**config.mk**
```make
export PLATFORM = sky130hd
export DESIGN_NAME = sub16sat_seq
export DESIGN_NICKNAME = d
export VERILOG_FILES = /design/src/rtl/sub16sat_seq_pkg.sv /design/src/rtl/sat_sub_cell.sv /design/src/rtl/sub16sat_seq.sv
export SDC_FILE = /design/constraint.sdc
export NUM_CORES = 1
export LEC_CHECK = 0
export ABC_AREA = 1
export CORE_UTILIZATION = 50
export CTS_BUF_LIST = sky130_fd_sc_hd__clkbuf_2 sky130_fd_sc_hd__clkbuf_4 sky130_fd_sc_hd__clkbuf_8
export CTS_CLUSTER_SIZE = 20
export DETAILED_ROUTE_END_ITERATION = 7
export PLACE_DENSITY = 0.78
export SLEW_MARGIN = 20
export SYNTH_ARGS = -nofsm -noshare
export SYNTH_HDL_FRONTEND = slang
export SYNTH_HIERARCHICAL = 1
export SYNTH_SLANG_ARGS = --single-unit
export TNS_END_PERCENT = 100
```
**constraint.sdc**
```tcl
create_clock -name clk -period 1.7 [get_ports clk]
set_input_delay 0.34 -clock clk [delete_from_list [all_inputs] [get_ports clk]]
set_output_delay 0.34 -clock clk [all_outputs]
set_load 0.05 [all_outputs]
```
**src/rtl/sub16sat_seq_pkg.sv**
```systemverilog
// Shared types and widths for the saturating step-down sequencer.
// Imported by the arithmetic cell and by the top level.
package sub16sat_seq_pkg;

  localparam int DATA_W = 16;
  localparam int CNT_W  = 8;
  localparam int BYTE_W = 8;

  typedef enum logic [1:0] {
    ST_IDLE = 2'd0,
    ST_RUN  = 2'd1,
    ST_DONE = 2'd2
  } state_t;

endpackage

```
**src/rtl/sat_sub_cell.sv**
```systemverilog
// Combinational subtract with optional clamp-at-zero on borrow.
// In eightbit mode only the low byte is stepped; the high byte passes through.
module sat_sub_cell
  import sub16sat_seq_pkg::*;
(
  input  logic [DATA_W-1:0] a,
  input  logic [DATA_W-1:0] b,
  input  logic              sat,
  input  logic              eightbit,
  output logic [DATA_W-1:0] z,
  output logic              borrow
);

  logic [DATA_W:0]   diff_w;
  logic [BYTE_W:0]   diff_b;
  logic [BYTE_W-1:0] low_byte;

  always_comb begin
    diff_w   = {1'b0, a} - {1'b0, b};
    diff_b   = {1'b0, a[BYTE_W-1:0]} - {1'b0, b[BYTE_W-1:0]};
    low_byte = '0;
    if (eightbit) begin
      // The byte borrow never propagates into bit 8.
      borrow   = diff_b[BYTE_W];
      low_byte = (borrow && sat) ? {BYTE_W{1'b0}} : diff_b[BYTE_W-1:0];
      z        = {a[DATA_W-1:BYTE_W], low_byte};
    end else begin
      borrow = diff_w[DATA_W];
      z      = (borrow && sat) ? {DATA_W{1'b0}} : diff_w[DATA_W-1:0];
    end
  end

endmodule

```
**src/rtl/sub16sat_seq.sv**
```systemverilog
// Runs count successive subtractions of step from init, emitting each result
// through a valid/ready slot; done pulses for one cycle when the run ends.
module sub16sat_seq
  import sub16sat_seq_pkg::*;
(
  input  logic              clk,
  input  logic              resetl,
  input  logic              start,
  input  logic [DATA_W-1:0] init,
  input  logic [DATA_W-1:0] step,
  input  logic [CNT_W-1:0]  count,
  input  logic              sat,
  input  logic              eightbit,
  input  logic              out_ready,
  output logic [DATA_W-1:0] r,
  output logic              out_valid,
  output logic              busy,
  output logic              done,
  output logic              uflow
);

  localparam logic [CNT_W-1:0] ONE_CNT = 1;

  state_t            state, state_next;
  logic [DATA_W-1:0] acc, step_q, next_val;
  logic [CNT_W-1:0]  rem;
  logic              sat_q, eightbit_q, borrow;
  logic              accept_start, produce, final_accept;

  sat_sub_cell u_cell (
    .a        (acc),
    .b        (step_q),
    .sat      (sat_q),
    .eightbit (eightbit_q),
    .z        (next_val),
    .borrow   (borrow)
  );

  always_comb begin
    state_next   = state;
    accept_start = 1'b0;
    produce      = 1'b0;
    final_accept = 1'b0;
    case (state)
      ST_IDLE: begin
        if (start) begin
          accept_start = 1'b1;
          state_next   = (count == '0) ? ST_DONE : ST_RUN;
        end
      end
      ST_RUN: begin
        // The run ends only once the last result has actually been taken.
        if (out_valid && out_ready && rem == '0) begin
          final_accept = 1'b1;
          state_next   = ST_DONE;
        end else if (rem != '0 && (!out_valid || out_ready)) begin
          produce = 1'b1;
        end
      end
      ST_DONE: state_next = ST_IDLE;
      default: state_next = ST_IDLE;
    endcase
  end

  always_ff @(posedge clk or negedge resetl) begin
    if (!resetl) state <= ST_IDLE;
    else         state <= state_next;
  end

  always_ff @(posedge clk or negedge resetl) begin
    if (!resetl) begin
      acc        <= '0;
      step_q     <= '0;
      rem        <= '0;
      sat_q      <= 1'b0;
      eightbit_q <= 1'b0;
      r          <= '0;
      out_valid  <= 1'b0;
      uflow      <= 1'b0;
    end else begin
      if (accept_start) begin
        acc        <= init;
        step_q     <= step;
        rem        <= count;
        sat_q      <= sat;
        eightbit_q <= eightbit;
        uflow      <= 1'b0;
      end
      if (produce) begin
        acc       <= next_val;
        r         <= next_val;
        out_valid <= 1'b1;
        rem       <= rem - ONE_CNT;
        if (borrow) uflow <= 1'b1;
      end else if (final_accept) begin
        out_valid <= 1'b0;
      end
    end
  end

  assign busy = (state == ST_RUN);
  assign done = (state == ST_DONE);

endmodule

```
Word level (Yosys, flattened, before mapping)
Index checks and enable logic that the tools add are counted.

word-level totals
  register bits = 62
  input port bits = 46
  output and inout port bits = 20
  logic and storage cells = 54

operators by class
  $add $sub $neg = 3
  equal/unequal tests = 4
  multiplexer cells = 24
  reductions and logical operators = 14

operator list
  cell                                                                count
  16-bit two-way mux                                                  4
  8-bit two-way mux                                                   3
  16-bit by 16-bit subtractor with 17-bit output                      1
  8-bit logical NOT                                                   2
  1-bit two-way mux                                                   13
  8-bit by 8-bit subtractor with 9-bit output                         1
  8-bit nonzero test                                                  1
  8-bit by 1-bit subtractor with 8-bit output, second input constant  1
  2-bit two-way mux                                                   3
  1-bit logical AND                                                   5
  2-bit case mux with 2 select lines                                  1
  2-bit nonzero test                                                  2
  2-bit by 1-bit == test with 1-bit output, second input constant     1
  2-bit == test, second input constant                                1
  2-bit logical NOT                                                   1
  2-bit by 1-bit != test with 1-bit output, second input constant     1
  2-bit != test, second input constant                                1
  2-bit AND reduction                                                 1
  1-bit logical NOT                                                   1
  1-bit logical OR                                                    1

Depth between registers and ports, before layout
  depth in word-level cells = 7
  gate-level depth with buffers = 16
  depth with buffers taken out = 16

By module
The synthesis kept the hierarchy.

by module, submodules not included
  module        times used  cells an instance  area an instance (um^2)  seq. area each (um^2)
  sub16sat_seq  1           339                2771.4                   1551.5
  sat_sub_cell  1           270                1300.0                   0.0

Worst setup path before layout
No wires, ideal clock.

  kind = register -> register
  start point = register acc[0]
  end point = register acc[7]
  setup time = 0.065 ns
  arrival = 1.820 ns
  data required time = 1.635 ns
  path slack = -0.185 ns
  cell stages (with the launch flop) = 17
  buffers on the path = 0
  clock period less this slack = 1.885 ns
  cell sequence = dfrtp_1 inv_1 ha_1 fa_1 inv_1 nand2_1 nand2_1 nand3_1 nand2_2 nand2_2 nand3_1 nor2_4 nor2_1 nand2_1 nand2_1 inv_1 nand2_1

on the way
  word-level cells in the longest chain between the ends = 5
  elaborated cells on any way between the ends = 8
  those cells by class = add/sub: 2; mux: 4; reduce/logical: 2

RTL lines
  item                                                                                                           line                                    text
  start: declaration                                                                                             sub16sat_seq.sv:25                      logic [DATA_W-1:0] acc, step_q, next_val;
  start signal: assignment                                                                                       sub16sat_seq.sv:82                      acc <= init;
  start signal: assignment                                                                                       sub16sat_seq.sv:90                      acc <= next_val;
  16-bit by 16-bit subtractor with 17-bit output or 8-bit by 8-bit subtractor with 9-bit output (tied branches)  sat_sub_cell.sv:19, sat_sub_cell.sv:20
  1-bit logical AND (on tied branches)                                                                           sat_sub_cell.sv:29, sat_sub_cell.sv:25
  16-bit two-way mux or 8-bit two-way mux (tied branches)                                                        sat_sub_cell.sv:29, sat_sub_cell.sv:25
  16-bit two-way mux (*)                                                                                         sat_sub_cell.sv:22                      if (eightbit) begin
  via next_val[7]                                                                                                sub16sat_seq.sv:25
  16-bit two-way mux (*)                                                                                         sub16sat_seq.sv:89                      if (produce) begin

The timed path passes the listed nets; every way through them passes the cells marked *.
A chain may end at the register's enable or synchronous reset.

Final worst setup path
  start point = register step_q[0]
  end point = register r[9]

on the way
  word-level cells in the longest chain between the ends = 4

RTL lines
  item                                                line                text
  start: declaration                                  sub16sat_seq.sv:25
  start signal: assignment                            sub16sat_seq.sv:83  step_q <= step;
  16-bit by 16-bit subtractor with 17-bit output (*)  sat_sub_cell.sv:19  diff_w = {1'b0, a} - {1'b0, b};
  1-bit logical AND                                   sat_sub_cell.sv:29  z = (borrow && sat) ? {DATA_W{1'b0}} : diff_w[DATA_W-1:0];
  16-bit two-way mux (*)                              sat_sub_cell.sv:29
  16-bit two-way mux (*)                              sat_sub_cell.sv:22
  via next_val[9]                                     sub16sat_seq.sv:25
  end signal: assignment                              sub16sat_seq.sv:91  r <= next_val;
  end: declaration                                    sub16sat_seq.sv:15  output logic [DATA_W-1:0] r,

Marks and branches as above.

==> impl_metrics.ini <==
[run_status]
status = finished with violations
violations = hold timing, setup timing

[critical_path]
crit_path_end_kind = flip-flop
regToRegSetupSlack_ns = -0.27
worst_ep_required_time_ns = 1.99
cp.arrival_ns = 2.26
critical_path_class = reg -> reg
crit_fanout = 6
cp-start-kind = flip-flop

[logic_synthesis]
synth_common_cells = 280 x nand2_1, 84 x inv_1, 63 x nand3_1
syn_inst = 609
syn-num-nets = 674
synth.area.top_cells = dfrtp_1 38%, nand2_1 26%, nand3_1 7.7%
avgSynthCellArea_um2 = 6.69
synthMuxAreaShare_pct = 0
synth-adder-area-share_pct = 6.02
synth-xor-area-share_pct = 1.51
synth_top_family_by_area = simple AND/OR/NAND/NOR gates
synth_seq_cells = 62
synthSimpleGateAreaFrac_pct = 41.2
synth_top_flop_cell = dfrtp_1
yosys.area.top_type = dfrtp_1
synth_edf_count = 0
synth_top_area_share_pct = 38.1
synth_area_um2 = 4070
ys_warn_count = 6
yosysMostFrequentCell = nand2_1
ys_seq_area_share_pct = 38.1
ys_async_sr_fraction_pct = 100
ys_types = 33
synth-compound-area-share_pct = 3.04

[global_routing]
antenna_found_initial = 0
grt-busiest-layer = met2
grt_pass1_wl_mm = 19.4
grt.overflow.total = 0
grtUsageMet2_pct = 47.6
use_met1_pct = 39.1
grt.total_usage_pct = 29.2
grt_max_degree = 63
grt_pass1_vias = 4245
grtUsageMet3_pct = 6.47

[sta]
tightestPinTransition_ns = 0.336
slew_headroom_pct = 77.6
grt_setup_unrepaired = true
slew_violations = 0
setup_slack_ns = -0.266
finalCriticalPeriod_ns = 1.97
worst_hold_slack_ns = -0.0145
clock_skew_ns = 0.00916
setup_violations = 33
fmax_mhz = 509
hold_violations = 4
post-route-period-util_pct = 116

[layout]
antenna_cells = 0
drive_gt1_share_pct = 25.1
nets = 802
syn2layout_area_growth_pct = 44.7
fin_util_pct = 75.4
stdcell_area_um2 = 5890

[die]
rows = 32
die_h_um = 92.2
io_pins = 66
die_area_um2 = 8510
fp.coreArea_um2 = 7810
die_w_um = 92.2
start_util_pct = 52.1

[detailed_routing]
wirelength_mm = 12.0
drc = 0
vias = 4343
route.detailed.wl_per_inst_um = 14.2
drt_iter0_drc = 299
dr.pass1.iters = 5
drtAntennaViolNets = 0
routed_via_density = 5.15

[clocking]
cts_buffer_depth = 2
cts_tree = yes
htree_levels = 3
clock_latency_ns = 0.35
hold_buffers = 0
cts_inserted_buffers = 9
cts.clk_slew.worst_paths_ns = 0.07
root_buffer = clkbuf_8
numClockSinks = 62

[min_path]
min_path_type = in -> async

[placed_design]
hpwl_mm = 8.38
gp_routability_congestion = 0.925
pre_cts_ws_ns = -0.288
place_area_um2 = 5290
port_buffers = 65

[run]
cap_violations = 0
==> layout by cell type (no fill, tap or decap), types with 6 or more instances in the layout <==
cell and count:
nand2_2 20, buf_12 7, clkbuf_8 10, inv_2 7
nor2_2 6, nand3_1 50, o21ai_0 11, dfrtp_1 62
inv_1 78, clkdlybuf4s50_1 44, nand3_2 13, buf_4 79
nand2_1 262, nor2_1 20, ha_4 14
==> final timing paths <==
check                           start          to  cells past startpoint
max                         step_q[0]        r[9]                     15
min                            resetl      rem[2]                      2
max reg2reg                 step_q[0]        r[9]                     15
min reg2reg                step_q[11]  step_q[11]                      2
max in group asynchronous      resetl  step_q[12]                      2
min in group clk           step_q[11]  step_q[11]                      2
==> timing repair <==
item                                    4_1_cts  5_1_grt
pin swaps                                    22       16
endpoints found under the setup margin       33       41
setup buffers                                 3        2
resized for setup                            31       35
==> final cells by class <==
type,count,area [µm²]
Clock buffer,10,138
Tap cell,102,128
Clock inverter,5,83.8
Sequential cell,62,1550
Inverter,87,329
Multi-Input combinational cell,446,2480
Timing Repair Buffer,131,1180
Fill cell,574,1920
==> cells by family after synthesis <==
| group | after synthesis |
|---|---|
| AOI/OAI and AO/OA | 24 |
| DFF | 62 |
| adders and majority gates | 19 |
| xor gates and xnor gates | 7 |
| buffers and inverters | 101 |
| and+or+nand+nor | 396 |
==> state kept, by name, indices dropped and copies added, names as in the netlist <==
name,cells
sat_q,1
state,2
step_q,16
rem,8
acc,16
r,16
out_valid,1
eightbit_q,1
uflow,1
==> per-stage QoR <==
stage,std cells,TNS (ns),hold slack [ns]
2_1_floorplan,609,-1.49,0.0444
3_3_place_gp,823,-5.84,0.373
3_5_place_dp,823,-7.23,0.377
4_1_cts,841,-6.81,0.000696
5_1_grt,843,-11.01,0.00694
6_report,843,-7.32,-0.0145
==> per-layer routing <==
layer | part of all wire, % | wire length [µm]
met4 | 1.5 | 180
met2 | 48 | 5710
met5 | 0 | 0
met1 | 44 | 5220
met3 | 7.1 | 852
==> worst max-delay path, stage by stage (launching register included) <==
cell     delay, ns
dfrtp_1       0.39
ha_2          0.19
fa_2          0.33
inv_2         0.06
nand2_2       0.05
nand2_2       0.07
nand3_2       0.08
nand2_4       0.11
nand2_4       0.07
nand3_4       0.08
nand2_4       0.07
inv_4         0.09
nand2_1       0.07
nand2_1       0.09
nand2_2       0.07
nand2_1       0.07
Power is not shown: default switching activity piles up to over one toggle a cycle in this logic, so the estimate is an artifact.
